==> src/rtl/arduino_spi_target.sv <==
// arduino_spi_target: SPI mode-0 target oversampled in the clk domain.
// Deserialises MOSI into words and serialises TX words onto MISO through a valid/ready load.
module arduino_spi_target #(
  parameter int                DATA_W    = 8,
  parameter bit                MSB_FIRST = 1'b1,
  parameter logic [DATA_W-1:0] TX_IDLE   = {DATA_W{1'b1}}
) (
  input  logic              clk,
  input  logic              rstn,
  input  logic              sclk_s,
  input  logic              mosi_s,
  input  logic              cs_n_s,
  output logic              miso_o,
  output logic              miso_oe_o,
  output logic [DATA_W-1:0] rx_data_o,
  output logic              rx_valid_o,
  input  logic [DATA_W-1:0] tx_data_i,
  input  logic              tx_valid_i,
  output logic              tx_ready_o,
  output logic              tx_underrun_o,
  output logic              frame_err_o
);

  // state  | meaning
  // ARMED  | out of reset; waits for CS_N high so a frame already in flight is ignored
  // IDLE   | between frames; CS_N falling edge starts a frame and loads the first TX word
  // ACTIVE | frame in progress; rises sample MOSI, falls advance or reload MISO
  typedef enum logic [1:0] {ARMED, IDLE, ACTIVE} state_t;

  localparam int               CNT_W    = $clog2(DATA_W);
  localparam logic [CNT_W-1:0] LAST_BIT = CNT_W'(DATA_W - 1);

  state_t              state_q, state_d;
  logic                sclk_q, cs_q;
  logic [CNT_W-1:0]    bit_cnt_q, bit_cnt_d;
  logic [DATA_W-1:0]   shreg_rx_q, shreg_rx_d;
  logic [DATA_W-1:0]   shreg_tx_q, shreg_tx_d;
  logic [DATA_W-1:0]   rx_data_q, rx_data_d;
  logic                rx_valid_q, rx_valid_d;
  logic                underrun_q, underrun_d;
  logic                frame_err_q, frame_err_d;
  logic                load_pend_q, load_pend_d;
  logic                started_q, started_d;

  logic                rise, fall, cs_fall, do_load;
  logic [DATA_W-1:0]   rx_shift, tx_shift, load_word;

  assign rise    = sclk_s & ~sclk_q;
  assign fall    = ~sclk_s & sclk_q;
  assign cs_fall = ~cs_n_s & cs_q;

  assign rx_shift  = MSB_FIRST ? {shreg_rx_q[DATA_W-2:0], mosi_s} : {mosi_s, shreg_rx_q[DATA_W-1:1]};
  assign tx_shift  = MSB_FIRST ? {shreg_tx_q[DATA_W-2:0], 1'b0}   : {1'b0, shreg_tx_q[DATA_W-1:1]};
  assign load_word = tx_valid_i ? tx_data_i : TX_IDLE;

  // A load happens at frame start, or on the first fall after a word completes.
  assign do_load = ((state_q == IDLE) & cs_fall) |
                   ((state_q == ACTIVE) & ~cs_n_s & fall & load_pend_q);

  assign tx_ready_o    = do_load & tx_valid_i;
  assign tx_underrun_o = underrun_q;
  assign frame_err_o   = frame_err_q;
  assign rx_data_o     = rx_data_q;
  assign rx_valid_o    = rx_valid_q;
  assign miso_oe_o     = (state_q == ACTIVE);
  assign miso_o        = (state_q == ACTIVE) &
                         (MSB_FIRST ? shreg_tx_q[DATA_W-1] : shreg_tx_q[0]);

  always_comb begin
    state_d     = state_q;
    bit_cnt_d   = bit_cnt_q;
    shreg_rx_d  = shreg_rx_q;
    shreg_tx_d  = shreg_tx_q;
    rx_data_d   = rx_data_q;
    rx_valid_d  = 1'b0;
    underrun_d  = 1'b0;
    frame_err_d = 1'b0;
    load_pend_d = load_pend_q;
    started_d   = started_q;

    if (do_load) begin
      shreg_tx_d  = load_word;
      underrun_d  = ~tx_valid_i;
      load_pend_d = 1'b0;
    end

    case (state_q)
      ARMED: begin
        if (cs_n_s) state_d = IDLE;
      end
      IDLE: begin
        if (cs_fall) begin
          state_d   = ACTIVE;
          bit_cnt_d = '0;
          started_d = 1'b0;
        end
      end
      ACTIVE: begin
        // CS_N high takes priority over any SCLK edge seen in the same cycle.
        if (cs_n_s) begin
          state_d     = IDLE;
          frame_err_d = (bit_cnt_q != '0);
          bit_cnt_d   = '0;
          load_pend_d = 1'b0;
        end else if (rise) begin
          shreg_rx_d = rx_shift;
          started_d  = 1'b1;
          if (bit_cnt_q == LAST_BIT) begin
            bit_cnt_d   = '0;
            rx_data_d   = rx_shift;
            rx_valid_d  = 1'b1;
            load_pend_d = 1'b1;
          end else begin
            bit_cnt_d = bit_cnt_q + 1'b1;
          end
        end else if (fall && started_q && !load_pend_q) begin
          shreg_tx_d = tx_shift;
        end
      end
      default: state_d = ARMED;
    endcase
  end

  always_ff @(posedge clk or negedge rstn) begin
    if (!rstn) begin
      state_q     <= ARMED;
      sclk_q      <= 1'b0;
      cs_q        <= 1'b1;
      bit_cnt_q   <= '0;
      shreg_rx_q  <= '0;
      shreg_tx_q  <= '0;
      rx_data_q   <= '0;
      rx_valid_q  <= 1'b0;
      underrun_q  <= 1'b0;
      frame_err_q <= 1'b0;
      load_pend_q <= 1'b0;
      started_q   <= 1'b0;
    end else begin
      state_q     <= state_d;
      sclk_q      <= sclk_s;
      cs_q        <= cs_n_s;
      bit_cnt_q   <= bit_cnt_d;
      shreg_rx_q  <= shreg_rx_d;
      shreg_tx_q  <= shreg_tx_d;
      rx_data_q   <= rx_data_d;
      rx_valid_q  <= rx_valid_d;
      underrun_q  <= underrun_d;
      frame_err_q <= frame_err_d;
      load_pend_q <= load_pend_d;
      started_q   <= started_d;
    end
  end

endmodule

==> config.mk <==
export PLATFORM = sky130hd
export DESIGN_NAME = arduino_spi_target
export DESIGN_NICKNAME = d
export VERILOG_FILES = /design/src/rtl/arduino_spi_target.sv
export SDC_FILE = /design/constraint.sdc
export NUM_CORES = 1
export LEC_CHECK = 0
export BUFFER_PORTS_ARGS = -buffer_cell sky130_fd_sc_hd__buf_2
export CORE_ASPECT_RATIO = 0.8
export CORE_MARGIN = 2
export CORE_UTILIZATION = 55
export DETAILED_ROUTE_END_ITERATION = 7
export PLACE_DENSITY = 0.88
export SYNTH_ARGS = -nofsm -noshare
export SYNTH_HDL_FRONTEND = slang
export SYNTH_SLANG_ARGS = --single-unit
==> constraint.sdc <==
create_clock -name clk -period 2.1 [get_ports clk]
set_input_delay 0.315 -clock clk [delete_from_list [all_inputs] [get_ports clk]]
set_output_delay 0.315 -clock clk [all_outputs]
set_load 0.05 [all_outputs]
# == Word level (Yosys, flattened, before mapping) ==
# Cells that the tools add are included.
# op_classes
add_sub_neg,1
n_eq_ne,8
muxes,30
n_bitwise,14
n_reduce_logical,12
# ops
operator,count
$mux W8,6
$mux W1,15
$mux W3,4
$and A1 B1 Y1,9
$reduce_and A4 Y1,2
$pmux W3 S2,1
$reduce_and A3 Y1,2
$mux W2,2
$ne A2 B1 Y1 const B,2
$ne A2 B2 Y1 const B,2
$not A1 Y1,4
$pmux W2 S2,1
$add A3 B1 Y3 const B,1
$eq A3 B3 Y1 const B,1
$ne A3 B2 Y1 const B,1
$reduce_bool A3 Y1,1
$eq A2 B1 Y1 const B,1
$eq A2 B2 Y1 const B,1
$logic_and A1 B1 Y1,2
$logic_not A2 Y1,1
$pmux W1 S2,1
$reduce_and A2 Y1,1
$reduce_bool A2 Y1,1
$reduce_or A2 Y1,1
2 further kinds,2
# word_totals
register_bits,35
inputBits,14
output_inout_bits,14
word_cells,77

# == Logic depth before layout (Yosys ltp) ==
# Gate-level depths: netlist (run 1).
# depth
depth_word,10
depth_mapped,7
ltp_nobuf,6

# == Least setup slack after synthesis (run 1) ==
# No wires, ideal clock.
# synth_timing
path_kind,reg2out
from,register state_q[0]
to,output port tx_ready_o
t_arrival_ns,2.078
required_time_ns,1.785
slack_ns,-0.293
stages_incl_launch_ff,6
path_buffers,0
cell_sequence,dfrtp_1 > inv_1 > ha_1 > nand4b_2 > a21oi_4 > and2_1
# synth_via
elab_chain_cells,6
elab_cells_between_ends,8
classes_between,eq/ne (2); bitwise (6)
# synth_lines
element,line,source
start: declaration,33,"state_t state_q, state_d;"
start signal: assignment,139,state_q <= state_d;
$eq A2 B2 Y1,n/a,
via miso_oe_o,14,"output logic miso_oe_o,"
$and A1 B1 Y1 (3 in a row),58,((state_q == ACTIVE) & ~cs_n_s & fall & load_pend_q);
$or A1 B1 Y1,57,assign do_load = ((state_q == IDLE) & cs_fall) |
$and A1 B1 Y1,60,assign tx_ready_o = do_load & tx_valid_i;
end: declaration,19,"output logic tx_ready_o,"
# The timed path passes the listed nets, and every way through them passes these cells.

# == Final worst setup path (run 1) ==
# layout_timing
from,register state_q[0]
to,output port tx_ready_o
# layout_via
elab_chain_cells,6
elab_cells_between_ends,8
classes_between,eq/ne (2); bitwise (6)
# layout_lines
element,line
$eq A2 B2 Y1,58
$and A1 B1 Y1 (3 in a row),58
$or A1 B1 Y1 (*),57
$and A1 B1 Y1 (*),60
# Mark *: on every way between the ends. The rest lies on a longest branch, timed or not.

==> results of run 1 <==
[synth_stat cells]
master	number
a41o_1	1
buf_2	2
o31ai_1	7
inv_2	1
nor3b_2	8
nor2_1	11
and4b_1	1
nor2b_1	2
a22o_1	1
buf_6	2
a21oi_1	5
inv_1	8
ha_1	8
nand4b_2	1
o211ai_1	1
o21ai_1	2
o21bai_1	1
nor3_1	1
mux2_2	2
mux2_1	7
nand4bb_1	1
nand2_1	13
dfstp_2	1
a32oi_1	1
o221ai_1	1
nand2_8	1
dfrtp_1	34
o22ai_1	1
mux2_4	8
a21oi_4	1
nand2b_2	1
a21o_1	1
nor2b_2	1
and2_1	3
o221a_1	1
or2_2	1
[critical path: stages (launching register included)]
cell,delay [ps]
dfrtp_2,430
buf_4,160
ha_2,220
nand2_1,180
a21oi_4,70
and2_2,200
buf_6,150
[stage by stage]
step,cells,util,power (mW),worst slack [ps],area (um2)
after floorplan,142,-,1.30,49.0,1760
after global placement,208,0.630,1.40,238,1930
after detailed placement,208,0.630,1.46,101,1930
after CTS,216,0.679,2.20,8.28,2080
after global routing,217,0.686,2.34,21.5,2100
final,217,0.686,2.23,92.2,2100
[flip-flops by register name (all words and copies together), names as in the netlist]
signal         flops
rx_data_o          8
cs_q               1
rx_valid_o         1
state_q            2
shreg_tx_q         8
bit_cnt_q          3
shreg_rx_q         7
frame_err_o        1
load_pend_q        1
sclk_q             1
tx_underrun_o      1
started_q          1
[timing repair]
| action | in CTS | in global routing |
|---|---|---|
| setup endpoints to repair | 1 | 1 |
| gates resized for setup | 4 | 5 |
| endpoints found under the hold margin | 0 | 0 |
| setup buffers | 0 | 1 |
[cell type report]
cell class,count,share of cell area
Tap cell,40,0.0238
Inverter,9,0.0161
Timing Repair Buffer,31,0.0816
Sequential cell,35,0.419
Clock buffer,6,0.0345
Multi-Input combinational cell,94,0.397
Clock inverter,2,0.0286
[cell families after synthesis]
| logic type | synth area share |
|---|---|
| simple gates | 0.175 |
| flops | 0.501 |
| compound gates | 0.103 |
| mux | 0.126 |
| buf+inv | 0.0379 |
| fa+ha+maj | 0.0571 |
[worst paths after layout]
| kind | start | end | slack [ps] | cells past startpoint |
|---|---|---|---|---|
| hold / removal | rstn | rx_data_o[2]$_DFFE_PN0P_ | 90 | 1 |
| hold reg to reg | shreg_tx_q[0]$_DFF_PN0_ | shreg_tx_q[1]$_DFF_PN0_ | 490 | 2 |
| setup reg to reg | state_q[0]$_DFFE_PN0P_ | shreg_tx_q[2]$_DFF_PN0_ | 240 | 6 |
| setup / recovery | state_q[0]$_DFFE_PN0P_ | tx_ready_o | 90 | 6 |
| min in group clk | sclk_s | sclk_q$_DFF_PN0_ | 170 | 1 |
| max in group asynchronous | rstn | state_q[1]$_DFFE_PN0P_ | 1490 | 1 |
[per-layer routing]
| layer | GRT usage | share of wire | vias up |
|---|---|---|---|
| met5 | 0 | 0 | - |
| met4 | 0.112 | 0.028 | 0 |
| met3 | 0.0658 | 0.046 | 12 |
| met2 | 0.348 | 0.51 | 37 |
| met1 | 0.256 | 0.42 | 590 |
| li1 | - | - | 563 |
[power breakdown]
group / internal (mW) / switching (mW) / leakage (nW)
sequential: 0.792 / 0.0894 / 0.444
combinational: 0.252 / 0.380 / 0.538
clock: 0.474 / 0.237 / 0.0654
==> flow_metrics.py, run 1 <==
metrics = {
    "timing": {
        "fin_hold_ws_ps": 88.2,
        "fin_tns_setup_ps": 0,
        "fin_crit_sh": 0.956,
        "worstMarginPinSlew_ps": 744,
        "rsz0062_at_grt": "no",
        "finalCriticalPeriod_ps": 2010,
        "max_freq_mhz": 498,
        "relSlewSlack": 0.504,
        "skew_ps": 6.05,
        "slew_viol_final": 0,
        "setup_viol": 0,
        "finalHoldViolCount": 0,
    },
    "clock_network": {
        "cts_tree": "built",
        "clockRootBuffer": "clkbuf_8",
        "clk_latency_ps": 290,
        "clk_pin_slew_ps": 70,
        "cts.sinks": 35,
        "ctsHoldBuffers": 0,
        "max-clock-path-buffers": 2,
        "htreeDepth": 2,
        "numCtsBuffers": 5,
    },
    "floorplanning": {
        "die_w_um": 67.1,
        "core.rowCount": 18,
        "ios": 28,
        "die_h_um": 54.5,
        "fp.dieArea_um2": 3660,
        "core_area_um2": 3060,
        "initial_core_util": 0.572,
    },
    "route": {
        "avgViaCountPerCell": 5.54,
        "wl_mm": 3.42,
        "wl_per_cell_um": 15.7,
        "antenna_left": 0,
        "dr.pass1.iters": 5,
        "vias": 1202,
        "drc_errors": 0,
        "drt_iter0_markers": 120,
    },
    "grt": {
        "overflow": 0,
        "grt_usage": 0.213,
        "grt_pass1_vias": 1154,
        "grt_pass1_wl_mm": 5.42,
        "grt_max_degree": 36,
        "antenna_found_initial": 0,
    },
    "finish": {
        "final_common_cell": "dfrtp_1",
        "num_antenna_cells": 0,
        "drive_gt1_frac": 0.401,
        "nets": 198,
        "layout_common_cells": "32 x dfrtp_1, 26 x buf_2, 13 x nand2_1",
        "multiInputGateArea_um2": 833,
        "num-fill-cells": 220,
        "seq_area_um2": 880,
        "area_growth_pct": 19.9,
    },
    "power_and_ir_drop": {
        "cellLeakagePower_nw": 1.05,
        "ir_drop_v": 0.000669,
        "power_density_nw_per_um2": 1060,
    },
    "synthesis": {
        "ys_warn_count": 0,
        "syn_inst": 142,
        "yosys-top-cells-area": "dfrtp_1 49%, mux2_4 6.9%, ha_1 5.7%",
        "synth_seq_cells": 35,
        "yosysUniqueCellTypes": 36,
        "yosysTopAreaCell": "dfrtp_1",
        "netlist.area_leader.share": 0.486,
        "synthesis.nets": 164,
        "syn-cell-area_um2": 1750,
        "seq_area_frac_synth": 0.501,
        "syn_area_per_cell_um2": 12.3,
    },
    "placed_design": {
        "place_congestion": 0.787,
        "dp_hpwl_mm": 2.45,
        "io_buffer_count": 27,
    },
    "job": {
        "cap_viol_max_count": 0,
    },
    "worst_setup_path": {
        "crit_arrival_ps": 1690,
        "crit_required_ps": 1780,
        "critPathKind": "reg2out",
        "end_kind": "output port",
        "start_kind": "register",
        "cp_max_fo": 6,
    },
    "worst_hold_path": {
        "hold_class": "in2async",
    },
    "run_status": {
        "outcome": "finished, final reports clean",
    },
}
Note: power is estimated with default switching activity, not from simulation.
==> run 2: changes to the inputs <==
--- a/config.mk
+++ b/config.mk
@@ -8,9 +8,9 @@
 export BUFFER_PORTS_ARGS = -buffer_cell sky130_fd_sc_hd__buf_2
 export CORE_ASPECT_RATIO = 0.8
 export CORE_MARGIN = 2
-export CORE_UTILIZATION = 55
+export CORE_UTILIZATION = 50
 export DETAILED_ROUTE_END_ITERATION = 7
-export PLACE_DENSITY = 0.88
+export PLACE_DENSITY = 0.85
 export SYNTH_ARGS = -nofsm -noshare
 export SYNTH_HDL_FRONTEND = slang
 export SYNTH_SLANG_ARGS = --single-unit
==> constraint.sdc (replaced) <==
create_clock -name clk -period 1.75 [get_ports clk]
set_input_delay 0.2625 -clock clk [delete_from_list [all_inputs] [get_ports clk]]
set_output_delay 0.2625 -clock clk [all_outputs]
set_load 0.05 [all_outputs]
==> flow_metrics.py, run 2 (same netlist as run 1, synthesis figures left out) <==
metrics = {
    "route": {
        "avgViaCountPerCell": 5.48,
        "vias": 1265,
        "drc_errors": 0,
        "wl_mm": 3.91,
        "dr.pass1.iters": 4,
        "wl_per_cell_um": 16.9,
        "antenna_left": 0,
        "drt_iter0_markers": 99,
    },
    "clock_network": {
        "clockRootBuffer": "clkbuf_8",
        "cts_tree": "built",
        "cts.sinks": 35,
        "htreeDepth": 2,
        "clk_pin_slew_ps": 70,
        "ctsHoldBuffers": 0,
        "max-clock-path-buffers": 2,
        "clk_latency_ps": 290,
        "numCtsBuffers": 5,
    },
    "power_and_ir_drop": {
        "ir_drop_v": 0.000636,
        "cellLeakagePower_nw": 1.11,
        "pwr-share-seq": 0.406,
        "power_density_nw_per_um2": 1190,
        "combPwrFrac": 0.378,
        "p_clk_frac": 0.216,
        "p_switching_uw": 939,
        "switching_share": 0.360,
        "p_int_mw": 1.67,
    },
    "finish": {
        "layout_common_cells": "33 x dfrtp_1, 26 x buf_2, 13 x buf_4",
        "seq_area_um2": 878,
        "multiInputGateArea_um2": 868,
        "final_common_cell": "dfrtp_1",
        "num-fill-cells": 248,
        "drive_gt1_frac": 0.444,
        "num_antenna_cells": 0,
        "area_growth_pct": 25.6,
        "final_cells": 231,
        "nets": 210,
    },
    "timing": {
        "finalHoldViolCount": 0,
        "slew_viol_final": 0,
        "fin_crit_sh": 1.02,
        "worstMarginPinSlew_ps": 778,
        "setup_viol": 1,
        "fin_ws_ps": -26.7,
        "relSlewSlack": 0.481,
        "rsz0062_at_grt": "yes",
        "skew_ps": 4.82,
        "finalCriticalPeriod_ps": 1780,
        "max_freq_mhz": 563,
    },
    "floorplanning": {
        "ios": 28,
        "core_area_um2": 3400,
        "die_w_um": 70.2,
        "die_h_um": 56.9,
        "core.rowCount": 19,
        "initial_core_util": 0.515,
        "fp.dieArea_um2": 4000,
    },
    "grt": {
        "grt_max_degree": 36,
        "grt_pass1_vias": 1345,
        "overflow": 0,
        "grtUsageMet3": 0.0636,
        "met1_usage": 0.239,
        "grtUsageMet2": 0.351,
        "grt_busiest_layer": "met2",
        "grt_pass1_wl_mm": 6.27,
        "antenna_found_initial": 0,
        "grt_usage": 0.206,
    },
    "placed_design": {
        "place_inst": 214,
        "dp_hpwl_mm": 2.50,
        "io_buffer_count": 27,
        "pre_cts_ws_ps": 10.2,
        "place_congestion": 0.809,
    },
    "worst_setup_path": {
        "cp_cell_sequence": "inv_2 -> ha_4 -> nand4b_4 -> a21oi_4 -> and2_4 -> buf_8",
        "start_kind": "register",
        "path_depth": 6,
        "cp_top_family": "flip-flops",
        "crit_start": "state_q[0]$_DFFE_PN0P_",
        "worstReg2RegStart": "state_q[0]$_DFFE_PN0P_",
        "end_kind": "output port",
        "r2r_end": "shreg_tx_q[0]$_DFF_PN0_",
        "cp_slowest_cell": "dfrtp_1",
        "cp_max_fo": 3,
        "critPathKind": "reg2out",
        "endpoint": "tx_ready_o",
        "r2r_slack_ps": 50,
        "crit_arrival_ps": 1510,
        "cp_num_buf_inv": 2,
        "crit_required_ps": 1490,
        "worst_path_largest_cell_delay_ps": 420,
        "rr_worst_depth": 8,
    },
    "worst_hold_path": {
        "hold_class": "in2async",
    },
    "run_status": {
        "outcome": "complete, but fails checks",
        "violations": "setup timing",
    },
    "job": {
        "cap_viol_max_count": 0,
    },
}
[run 2: power groups by stage]
| stage | Sequential, mW | Clock, mW | Combinational (mW) |
|---|---|---|---|
| after floorplan | 1.05 | 0 | 0.537 |
| after global placement | 1.05 | 0 | 0.705 |
| after detailed placement | 1.06 | 0 | 0.770 |
| after CTS | 1.05 | 0.578 | 0.895 |
| after global routing | 1.07 | 0.608 | 1.06 |
| final | 1.06 | 0.564 | 0.985 |
[run 2: cell type report]
| class | count | share of cell area |
|---|---|---|
| repair buffers | 43 | 0.128 |
| clock inverters | 2 | 0.00569 |
| well taps | 42 | 0.0239 |
| flip-flops and latches | 35 | 0.399 |
| clock buffers | 6 | 0.0330 |
| inverters | 9 | 0.0154 |
| multi-input cells | 94 | 0.395 |
[run 2: timing repair]
item	4_1_cts	5_1_grt
buffers inserted	8	0
gates resized for setup	8	7
gates cloned	0	1
pin swaps	2	1
setup endpoints to repair	2	12
[run 2: stage by stage]
step                power [mW]  area, um2  utilization  hold WS, ps  setup TNS [ps]
floorplan                 1.59       1770            -        -33.1               0
global placement          1.75       1990        0.584          362               0
detailed placement        1.83       1990        0.584          379               0
CTS                       2.52       2160        0.635         64.2           -28.1
global route              2.74       2200        0.647          105           -76.8
finish                    2.61       2200        0.647         44.1           -26.7
[run 2: worst min path at each step]
| stage | from | to | slack, ps |
|---|---|---|---|
| after floorplan | rstn | bit_cnt_q[0]$_DFFE_PN0P_ | -30 |
| after global placement | rstn | rx_data_o[0]$_DFFE_PN0P_ | 360 |
| after detailed placement | rstn | rx_data_o[0]$_DFFE_PN0P_ | 380 |
| after CTS | rstn | rx_data_o[2]$_DFFE_PN0P_ | 60 |
| after global routing | rstn | rx_data_o[2]$_DFFE_PN0P_ | 100 |
| final | rstn | rx_data_o[2]$_DFFE_PN0P_ | 40 |
[run 2: metal layers]
layer | routed length (um) | share of wire
met5 | 0 | 0
met1 | 1640 | 0.42
met4 | 104 | 0.027
met2 | 1990 | 0.51
met3 | 170 | 0.044
